### src/rtl/fetch_controller.sv
// Instruction fetch controller: PC, one-entry instruction register, valid/ready to decode.
// Ports: clk, rst, start, imem_addr/imem_instr, instr/instr_pc/instr_valid/instr_ready,
// branch_valid/branch_target, busy, halted, fetch_count. Optional halt via FETCH_HALT_EN.
module fetch_controller #(
  parameter logic [7:0]  RESET_PC  = 8'h00,
  parameter logic [31:0] HALT_WORD = 32'hFFFF_FFFF
) (
  input  logic        clk,
  input  logic        rst,
  input  logic        start,
  output logic [7:0]  imem_addr,
  input  logic [31:0] imem_instr,
  output logic [31:0] instr,
  output logic [7:0]  instr_pc,
  output logic        instr_valid,
  input  logic        instr_ready,
  input  logic        branch_valid,
  input  logic [7:0]  branch_target,
  output logic        busy,
  output logic        halted,
  output logic [15:0] fetch_count
);

`ifdef FETCH_HALT_EN
  localparam logic HALT_EN = 1'b1;
`else
  localparam logic HALT_EN = 1'b0;
`endif

  typedef enum logic [1:0] {
    IDLE,
    FETCH,
    HALT
  } state_t;

  state_t     state;
  logic [7:0] pc;
  logic       xfer;
  logic       load;
  logic       halt_take;

  assign imem_addr = pc;
  assign xfer      = instr_valid && instr_ready;
  // The register refills whenever it is empty or being drained.
  assign load      = !instr_valid || xfer;
  assign halt_take = HALT_EN && xfer && (instr == HALT_WORD);

  always_ff @(posedge clk) begin
    if (rst) begin
      state       <= IDLE;
      pc          <= RESET_PC;
      instr       <= '0;
      instr_pc    <= '0;
      instr_valid <= 1'b0;
      fetch_count <= '0;
      busy        <= 1'b0;
      halted      <= 1'b0;
    end else begin
      unique case (state)
        IDLE, HALT: begin
          if (start) begin
            state       <= FETCH;
            pc          <= RESET_PC;
            instr_valid <= 1'b0;
            fetch_count <= '0;
            busy        <= 1'b1;
            halted      <= 1'b0;
          end
        end
        FETCH: begin
          if (start) begin
            pc          <= RESET_PC;
            instr_valid <= 1'b0;
            fetch_count <= '0;
          end else if (branch_valid) begin
            // Flush: the held word is dropped even if decode takes it.
            pc          <= branch_target;
            instr_valid <= 1'b0;
          end else begin
            if (xfer && fetch_count != 16'hFFFF)
              fetch_count <= fetch_count + 16'd1;
            if (halt_take) begin
              // PC already points past the halt word.
              state       <= HALT;
              instr_valid <= 1'b0;
              busy        <= 1'b0;
              halted      <= 1'b1;
            end else if (load) begin
              instr       <= imem_instr;
              instr_pc    <= pc;
              instr_valid <= 1'b1;
              pc          <= pc + 8'd1;
            end
          end
        end
        default: state <= IDLE;
      endcase
    end
  end

endmodule

### config.mk
export PLATFORM = sky130hd
export DESIGN_NAME = fetch_controller
export DESIGN_NICKNAME = d
export VERILOG_FILES = /design/src/rtl/fetch_controller.sv
export SDC_FILE = /design/constraint.sdc
export NUM_CORES = 1
export LEC_CHECK = 0
export CORE_MARGIN = 3
export CORE_UTILIZATION = 40
export DETAILED_ROUTE_END_ITERATION = 10
export PLACE_DENSITY = 0.73
export SYNTH_ARGS = -nofsm -noshare
export SYNTH_HDL_FRONTEND = slang
export SYNTH_SLANG_ARGS = --single-unit
### constraint.sdc
create_clock -name clk -period 4.21 [get_ports clk]
set_input_delay 0.421 -clock clk [delete_from_list [all_inputs] [get_ports clk]]
set_output_delay 0.421 -clock clk [all_outputs]
set_load 0.02 [all_outputs]
* Word level (Yosys, flattened, before mapping)
Cells that the tools add are included.
** Word-level totals
- Register bits :: 68
- Bits of input ports :: 45
- Output and inout port bits :: 67
- Word-level logic and storage cells :: 48
** Operators by class
- $add $sub $neg :: 2
- Equality and inequality tests :: 7
- Multiplexer cells :: 17
- Bitwise gates (word level) :: 3
- Reduce and logical (&&, ||, !) cells :: 12
** Operator list (count)
- $mux W16 :: 4
- $mux W8 :: 4
- $pmux W16 S2 :: 1
- $add A16 B1 Y16 const B :: 1
- $ne A16 B16 Y1 const B :: 1
- $pmux W8 S2 :: 1
- $add A8 B1 Y8 const B :: 1
- $reduce_and A4 Y1 :: 2
- $ne A3 B3 Y1 const B :: 2
- $mux W1 :: 4
- $ne A4 B4 Y1 const B :: 1
- $pmux W2 S2 :: 1
- $reduce_and A2 Y1 :: 2
- $not A1 Y1 :: 3
- $reduce_and A3 Y1 :: 1
- $eq A2 B1 Y1 const B :: 1
- $eq A2 B2 Y1 const B :: 1
- $logic_and A1 B1 Y1 :: 2
- $logic_not A2 Y1 :: 1
- $mux W2 :: 1
- $ne A2 B2 Y1 const B :: 1
- $pmux W1 S2 :: 1
- $reduce_bool A2 Y1 :: 1
- $reduce_or A2 Y1 :: 1
- 2 further kinds :: 2

* Depth between registers and ports, before layout
Gate-level depths: netlist of the first run.
- Word-level depth :: 6
- Depth in mapped cells :: 7

* Least setup slack after synthesis of the first run
Ideal clock, no wire load.
- Path kind :: register to register
- Start :: register fetch_count[0]
- End :: register fetch_count[10]
- Arrival :: 1.752 ns
- Required time :: 4.147 ns
- Path slack :: 2.396 ns
- Stages on the path, launching flop included :: 7
- Buffers on the path :: 0
- Period minus slack after synthesis :: 1.814 ns
- Path through :: dfxtp_1 > ha_1 > inv_1 > nor3_2 > nand2_1 > or4_1 > nand3_1
** Between the ends
- Word-level cells in the longest chain between the ends :: 5
- Elaborated cells between the ends (all ways) :: 9
** Ends and longest elaborated chain
- from (decl) :: RTL line 21 : output logic [15:0] fetch_count
- from (signal assigned) :: RTL line 81 : fetch_count <= fetch_count + 16'd1;
- $add A16 B1 Y16 :: RTL line 81
- $mux W16 :: RTL line 80 : if (xfer && fetch_count != 16'hFFFF)
- $mux W16 :: RTL line 75 : end else if (branch_valid) begin
- $mux W16 :: RTL line 71 : if (start) begin
- $pmux W16 S2 :: RTL line 59 : unique case (state)
Several ways; a longest one is shown, not always the timed one. The select of a mux whose other input is x is not followed.
A chain may end at the register's enable or synchronous reset.

* Worst setup path after layout of the first run
- Start :: input branch_valid
- End :: register fetch_count[11]
** Between the ends
- Word-level cells in the longest chain between the ends :: 2
** Ends and longest elaborated chain
- from (decl) :: RTL line 17 : input logic branch_valid,
- $ne A3 B3 Y1 (no source line)
- $reduce_and A4 Y1 (no source line)
Every way passes these cells.

==> results of run 1 <==
kinds of logic (layout without fill, tap and decap cells):
logic type	after synthesis	after routing	synth area share
simple gates	168	168	0.2692
compound gates	93	93	0.1877
flops	67	67	0.4745
buf+inv	27	133	0.03851
xor+xnor	3	3	0.009298
mux	3	3	0.01062
fa+ha+maj	2	2	0.008852
other cells	1	1	0.001327
worst register-to-register path: cells and delay by family, from the launching register on:
kind	cells	cell delay (ns)
AND/OR/NAND/NOR	2	1.05
AO/OA/AOI/OAI	2	0.63
flip-flops	1	0.66
power breakdown:
| part | internal, mW | total, mW | leakage, nW | switching (mW) |
|---|---|---|---|---|
| clock network | 0.392 | 0.644 | 0.119 | 0.252 |
| logic | 0.0703 | 0.135 | 0.789 | 0.0644 |
| registers | 0.646 | 0.656 | 0.542 | 0.0104 |
placed cells by master, fill, tap and decap left out, drive strengths merged, types with 4 or more instances in the layout:
cell type / n
a21oi: 55
nand2: 96
nor2: 22
nand3: 11
or4: 4
a22oi: 5
nor3: 6
o2bb2ai: 4
clkdlybuf4s50: 110
and3: 6
o21ai: 15
inv: 4
nand4: 8
clkbuf: 9
dfxtp: 67
registers in the layout, summed over array words and instances, names as in the netlist:
signal and flops:
imem_addr 8, state 1, instr 32, busy 1, instr_pc 8, instr_valid 1, fetch_count 16
per-layer routing:
metal | track usage | vias to the layer above
met5 | 0 | -
met4 | 0.08546 | 0
met3 | 0.04686 | 12
met2 | 0.2993 | 99
met1 | 0.2425 | 1299
li1 | - | 1457
per-stage QoR:
stage	hold WS [ns]	power, mW	setup WS, ns	utilization
2_1_floorplan	0.5217	0.7289	2.396	-
3_3_place_gp	0.4404	0.8041	1.248	0.5828
3_5_place_dp	0.4466	0.8053	1.155	0.5828
4_1_cts	0.4569	1.452	1.514	0.6179
5_1_grt	0.4700	1.489	1.315	0.6179
6_report	0.4554	1.435	1.463	0.6179
area by class of cell:
| type | count | area share |
|---|---|---|
| clock buffer | 9 | 0.02934 |
| inverter | 4 | 0.003557 |
| timing repair buffer | 113 | 0.2662 |
| multi-input combinational | 270 | 0.3272 |
| sequential | 67 | 0.3177 |
| tap | 96 | 0.02845 |
| clock inverter | 7 | 0.02756 |
path summary, 6_finish.rpt:
| kind | slack, ns | cells past startpoint | to |
|---|---|---|---|
| setup / recovery | 1.46 | 5 | fetch_count[11]$_SDFFE_PP0P_ |
| hold / removal | 0.46 | 2 | instr[15]$_SDFFE_PP0P_ |
| setup reg to reg | 1.80 | 4 | fetch_count[11]$_SDFFE_PP0P_ |
| hold reg to reg | 0.46 | 2 | instr[15]$_SDFFE_PP0P_ |
==> results.json, run 1 <==
{
  "hold_violations": 0,
  "cts.path.max_buffers": 2,
  "drc": 0,
  "fin_tns_setup_ns": 0,
  "grt_max_degree": 46,
  "gr-total-overflow": 0,
  "synth_top_area_frac": 0.4745,
  "synth_fp_nets": 411,
  "routed_wl_um": 7650,
  "drt_pass1_iterations": 4,
  "num_rows": 30,
  "grt_pass1_vias": 2613,
  "cap_violations": 0,
  "synth.most_common_cell": "nand2_1",
  "netlist_area_um2": 2826,
  "wl_met1_um": 3408,
  "wl_per_cell_um": 13.52,
  "setup_violations": 0,
  "setup.worst_path.start_class": "input port",
  "min_path_type": "reg2reg",
  "synth_common_cells": "96 x nand2_1, 67 x dfxtp_1, 55 x a21oi_1",
  "postCtsHoldBufs": 0,
  "critPathCaptureType": "register",
  "cellLeakagePower_nw": 1.450,
  "globalplace.congestion": 0.8400,
  "dr_wl_met3_um": 474,
  "postCtsSetupRepairBufs": 0,
  "stdcell_area_um2": 4222,
  "ioPinCount": 112,
  "ys_ff_latch": 67,
  "n_fill_cell": 629,
  "timing.rr.start": "state[0]$_SDFFE_PP0P_",
  "die_h_um": 90.06,
  "cts.reportedPaths.clkPinSlew_ns": 0.08,
  "dpl_cell_area_um2": 3981,
  "maxSlewHeadroom": 0.5376,
  "fin_crit_sh": 0.6525,
  "antenna_cells": 0,
  "fp.dieArea_um2": 8111,
  "start_util": 0.4137,
  "critical_path_class": "in2reg",
  "drive_gt1_frac": 0.05319,
  "placedCellCount": 550,
  "clock.fmax_ghz": 0.3640,
  "h-tree-depth": 3,
  "viasPerCell": 5.065,
  "area_growth_pct": 49.36,
  "dp_hpwl_um": 5295,
  "status": "completed",
  "slowest_delay_ns": 0.76,
  "ant_nets": 0,
  "ys.warnings.count": 0,
  "maxUsedRoutingLayer": "met4",
  "met2_length_um": 3657,
  "numCtsBuffers": 9,
  "fp.coreArea_um2": 6832,
  "grt_pass1_wl_um": 12780,
  "finClkSkew_ns": 0.006254,
  "post_cts_resized": 0,
  "synth_ff_type": "dfxtp_1",
  "drt_iter0_markers": 181,
  "crit_required_ns": 4.47,
  "cp_max_fo": 22,
  "crit_start": "branch_valid",
  "io_buffer_count": 110,
  "crit_buf_inv": 1,
  "path_cells": "clkdlybuf4s50_1 -> nand4b_1 -> a21o_1 -> or4_1 -> a21oi_1",
  "final_cells": 566,
  "antenna_found_initial": 0,
  "synth_top_area_cell": "dfxtp_1",
  "final_max_slew_viol_count": 0,
  "p_per_area_nw_per_um2": 340.0,
  "multi_input_area_um2": 1381,
  "synth.avg_cell_area_um2": 7.765,
  "root_buffer": "clkbuf_8",
  "routed-via-count": 2867,
  "critPathTopFamily": "simple AND/OR/NAND/NOR gates",
  "rsz0062_at_grt": "false",
  "grt_util_all_layers": 0.1888,
  "synthCells": 364,
  "tightestPinTransition_ns": 0.6914,
  "hp-start": "instr[15]$_SDFFE_PP0P_",
  "async_flop_share": 0,
  "synth-edff-count": 0,
  "cts_tree": "yes",
  "cp.arrival_ns": 3.00,
  "peakVddDrop_v": 0.0001749,
  "nets": 512,
  "die_x_um": 90.06,
  "netlist_top_cells_area": "dfxtp_1 47%, nand2_1 13%, a21oi_1 9.7%",
  "clock_latency_ns": 0.34,
  "yosysUniqueCellTypes": 44,
  "regArea_um2": 1341,
  "min_period_ns": 2.747,
  "clock_sinks": 67,
  "cp_slowest_cell": "clkdlybuf4s50_1",
  "yosysSeqAreaShare": 0.4745
}
Note: power is estimated with default switching activity, not from simulation.
==> run 2, diff against run 1 <==
Settings changed: CORE_UTILIZATION 40 to 39, PLACE_DENSITY 0.73 to 0.74.
Clock period 4.21 ns to 2.2 ns, I/O delays scaled along.
==> run 2 against run 1 <==
Count of clock-buffer cells in the layout unchanged. Setup slack lost 1.1 ns. Global-route usage is 0.42 points lower. Non-clock buffer count up 14. Clock skew grew 0.0050 ns. Critical endpoint is now fetch_count[1]$_SDFFE_PP0P_. Largest power group unchanged. Power grew 78%. Clock power is 60% higher. Routed wire length up 2.7%. Via count grew 3.8%. Worst hold slack lost 0.24 ns.
==> results.json, run 2 (synthesis results as in run 1) <==
{
  "grt_pass1_wl_um": 12580,
  "layout_commonest_cell": "clkdlybuf4s50_1",
  "io_buffer_count": 110,
  "drive_gt1_frac": 0.08264,
  "drt_pass1_iterations": 4,
  "hold_violations": 0,
  "critPathCaptureType": "register",
  "h-tree-depth": 3,
  "routed-via-count": 2975,
  "wl_per_cell_um": 13.54,
  "slowest_delay_ns": 0.37,
  "postCtsHoldBufs": 0,
  "fin_tns_setup_ns": 0,
  "root_buffer": "clkbuf_8",
  "cts_tree": "yes",
  "final_max_slew_viol_count": 0,
  "cp_max_fo": 10,
  "numCtsBuffers": 9,
  "post_cts_resized": 0,
  "cp.arrival_ns": 2.14,
  "ioPinCount": 112,
  "grt_util_all_layers": 0.1846,
  "cellLeakagePower_nw": 1.502,
  "whs_path_depth": 2,
  "n_fill_cell": 634,
  "r2r_cells": 7,
  "fp.dieArea_um2": 8305,
  "ant_nets": 0,
  "p_per_area_nw_per_um2": 595.8,
  "fp.coreArea_um2": 6907,
  "fin_ws_ns": 0.3294,
  "finClkSkew_ns": 0.01121,
  "grt_pass1_vias": 2682,
  "start_util": 0.4092,
  "cts.reportedPaths.clkPinSlew_ns": 0.08,
  "viasPerCell": 5.129,
  "area_growth_pct": 51.97,
  "die_x_um": 91.13,
  "crit_required_ns": 2.47,
  "largest_register_ffs": 32,
  "postCtsSetupRepairBufs": 0,
  "pre_cts_slack_ns": 0.2153,
  "reg_top3": "instr (32), fetch_count (16)",
  "dp_hpwl_um": 5622,
  "status": "completed",
  "final_cell_mix": "109 x clkdlybuf4s50_1, 96 x nand2_1, 67 x dfxtp_1",
  "fin_crit_sh": 0.8503,
  "globalplace.congestion": 0.8961,
  "grt_max_degree": 41,
  "path_cells": "ha_1 -> inv_1 -> nor3_2 -> a21o_1 -> buf_4 -> nand2_1 -> a21oi_1",
  "routed_wl_um": 7855,
  "cts.path.max_buffers": 2,
  "cap_violations": 0,
  "peakVddDrop_v": 0.0003376,
  "clock_latency_ns": 0.34,
  "clock_sinks": 67,
  "nets": 526,
  "top_register": "instr",
  "gr-total-overflow": 0,
  "drc": 0,
  "die_h_um": 91.13,
  "antenna_found_initial": 0,
  "setup_violations": 0,
  "cp_slowest_cell": "nor3_2",
  "setup.worst_path.start_class": "register",
  "num_rows": 30,
  "antenna_cells": 0,
  "critical_path_class": "reg2reg",
  "rsz0062_at_grt": "false",
  "min_period_ns": 1.871,
  "min_path_type": "in2reg",
  "clock.fmax_ghz": 0.5346,
  "drt_iter0_markers": 150
}
-- run 2: worst paths after layout --
check,from,endpoint,slack (ns)
worst min register to register,instr[15]$_SDFFE_PP0P_,instr[15]$_SDFFE_PP0P_,0.45
worst max-delay path,fetch_count[0]$_SDFFE_PP0P_,fetch_count[1]$_SDFFE_PP0P_,0.33
worst min-delay path,rst,instr_pc[6]$_SDFFE_PP0P_,0.22
worst max register to register,fetch_count[0]$_SDFFE_PP0P_,fetch_count[1]$_SDFFE_PP0P_,0.33
-- run 2: area by class of cell --
type                    instances  area (µm²)  share of cell area
clock buffers                   9       123.9             0.02884
well taps                      96       120.1             0.02796
multi-input cells             270        1381              0.3216
clock inverters                 7       77.57             0.01806
flip-flops and latches         67        1341              0.3123
inverters                       4       15.01            0.003495
repair buffers                127        1236              0.2878
-- run 2: routing by layer --
metal  vias to the layer above  global-route usage  routed length (µm)  share of wire
li1                       1488                   -                   -              -
met2                       112              0.2918                3669           0.47
met3                        16             0.05551                 656          0.084
met4                         0             0.07915                 162          0.021
met5                         -                   0                   0              0
met1                      1359              0.2327                3366           0.43
-- run 2: critical path: cells and delay by family (launching register included) --
family	cells	cell delay [ns]
adders and majority gates	1	0.23
and+or+nand+nor	2	0.43
AOI/OAI and AO/OA	2	0.49
DFF	1	0.34
buffers and inverters	2	0.32
-- run 2: through the flow --
step                utilization  hold WS, ns  power [mW]  area, µm²  std cells
floorplan                     -       0.3547       1.395       2826        364
global placement         0.5928       0.4411       1.550       4094        564
detailed placement       0.5928       0.4461       1.553       4094        564
CTS                      0.6219       0.2065       2.575       4295        580
global route             0.6219       0.2149       2.658       4295        580
finish                   0.6219       0.2185       2.559       4295        580
-- run 2: power by group --
group	leakage (nW)	internal [mW]	switching (mW)
Combinational	0.860	0.142	0.132
Clock	0.0998	0.531	0.503
Sequential	0.542	1.24	0.0156
Total	1.50	1.91	0.651
==> run 3, diff against run 2 <==
Settings changed: RECOVER_POWER from default to 25.
==> run 3 against run 2 <==
Clock power is essentially flat. Power decreased by 0.29%. Largest cell class unchanged. Sequential share of layout area barely moved. Largest power group unchanged. Setup slack improved by 0.0020 ns. Combinational power is 2% lower. Register-to-register slack barely moved.
==> results.json, run 3 (synthesis results as in run 1) <==
{
  "status": "completed",
  "drt_pass1_iterations": 4,
  "drt_iter0_markers": 157,
  "globalplace.congestion": 0.8961,
  "area_growth_pct": 51.84,
  "r2r_cells": 7,
  "gr-total-overflow": 0,
  "cap_violations": 0,
  "antenna_found_initial": 0,
  "top_register": "instr",
  "final_cell_mix": "96 x nand2_1, 81 x clkdlybuf4s50_1, 67 x dfxtp_1",
  "cp_slowest_cell": "nor3_2",
  "critical_path_class": "reg2reg",
  "ant_nets": 0,
  "postCtsHoldBufs": 0,
  "grt_max_degree": 41,
  "grt_pass1_wl_um": 12580,
  "rsz0062_at_grt": "false",
  "p_total_mw": 2.552,
  "antenna_cells": 0,
  "layout_commonest_cell": "nand2_1",
  "fin_crit_sh": 0.8494,
  "routed-via-count": 2987,
  "reg_top3": "instr (32), fetch_count (16)",
  "fp.coreArea_um2": 6907,
  "maxSlewHeadroom": 0.5405,
  "die_h_um": 91.13,
  "cts.path.max_buffers": 2,
  "drive_gt1_frac": 0.08058,
  "numCtsBuffers": 9,
  "largest_register_ffs": 32,
  "tightestPinTransition_ns": 0.6893,
  "finClkSkew_ns": 0.01014,
  "fin_tns_setup_ns": 0,
  "cts.reportedPaths.clkPinSlew_ns": 0.08,
  "grt_pass1_vias": 2682,
  "wl_per_cell_um": 13.58,
  "viasPerCell": 5.150,
  "min_period_ns": 1.869,
  "cts_tree": "yes",
  "ioPinCount": 112,
  "h-tree-depth": 3,
  "setup_violations": 0,
  "num_rows": 30,
  "dp_hpwl_um": 5622,
  "path_cells": "ha_1 -> inv_1 -> nor3_2 -> a21o_1 -> buf_4 -> nand2_1 -> a21oi_1",
  "start_util": 0.4092,
  "clock_latency_ns": 0.34,
  "cp.arrival_ns": 2.13,
  "fp.dieArea_um2": 8305,
  "post_cts_resized": 0,
  "min_path_type": "in2reg",
  "drc": 0,
  "crit_required_ns": 2.46,
  "clock_sinks": 67,
  "io_buffer_count": 110,
  "postCtsSetupRepairBufs": 0,
  "setup.worst_path.start_class": "register",
  "p_per_area_nw_per_um2": 594.6,
  "final_max_slew_viol_count": 0,
  "root_buffer": "clkbuf_8",
  "clock.fmax_ghz": 0.5352,
  "nets": 526,
  "n_fill_cell": 636,
  "critPathCaptureType": "register",
  "die_x_um": 91.13,
  "cp_max_fo": 10,
  "routed_wl_um": 7878,
  "slowest_delay_ns": 0.37,
  "hold_violations": 0,
  "peakVddDrop_v": 0.0003337,
  "whs_path_depth": 2,
  "grt_util_all_layers": 0.1846,
  "cellLeakagePower_nw": 1.589
}
-- run 3: cell count changes in the layout (fill, tap and decap cells not counted) --
cell             delta
buf_4               -1
clkdlybuf4s50_1    -28
dlygate4sd3_1      +28
clkbuf_1            +1
-- run 3: per-stage QoR --
stage	util	cells	area, µm²	hold WS [ns]	setup slack [ns]
after floorplan	-	364	2826	0.3547	0.3860
after global placement	0.5928	564	4094	0.4411	0.2570
after detailed placement	0.5928	564	4094	0.4461	0.2153
after CTS	0.6219	580	4295	0.2065	0.3574
after global routing	0.6214	580	4292	0.2149	0.1926
final	0.6214	580	4292	0.2153	0.3314
-- run 3: worst paths after layout --
kind	start	to	slack [ns]
max	fetch_count[0]$_SDFFE_PP0P_	fetch_count[1]$_SDFFE_PP0P_	0.33
max reg2reg	fetch_count[0]$_SDFFE_PP0P_	fetch_count[1]$_SDFFE_PP0P_	0.33
min reg2reg	instr[15]$_SDFFE_PP0P_	instr[15]$_SDFFE_PP0P_	0.45
min	rst	instr_pc[6]$_SDFFE_PP0P_	0.22
-- run 3: cell type report --
class	count	area, µm²	share of cell area
Inverter	4	15.01	0.003499
Multi-Input combinational cell	270	1381	0.3219
Clock inverter	7	77.57	0.01808
Sequential cell	67	1341	0.3125
Clock buffer	9	123.9	0.02886
Tap cell	96	120.1	0.02799
Timing Repair Buffer	127	1232	0.2872
-- run 3: critical path: cells and delay by family, from the launching register on --
kind / cells / cell delay [ns]
compound gates: 2 / 0.48
simple gates: 2 / 0.43
flops: 1 / 0.34
buf+inv: 2 / 0.32
fa+ha+maj: 1 / 0.23
-- run 3: metal layers --
metal	up-vias	GRT usage	share of wire
li1	1492	-	-
met1	1373	0.2327	0.44
met2	107	0.2918	0.47
met4	0	0.07915	0.020
met5	-	0	0
met3	15	0.05551	0.077
-- run 3: power by group --
part / internal [mW] / total (mW) / leakage, nW / switching, mW
combinational: 0.136 / 0.269 / 0.947 / 0.132
clock: 0.531 / 1.03 / 0.0998 / 0.502
sequential: 1.24 / 1.25 / 0.542 / 0.0150
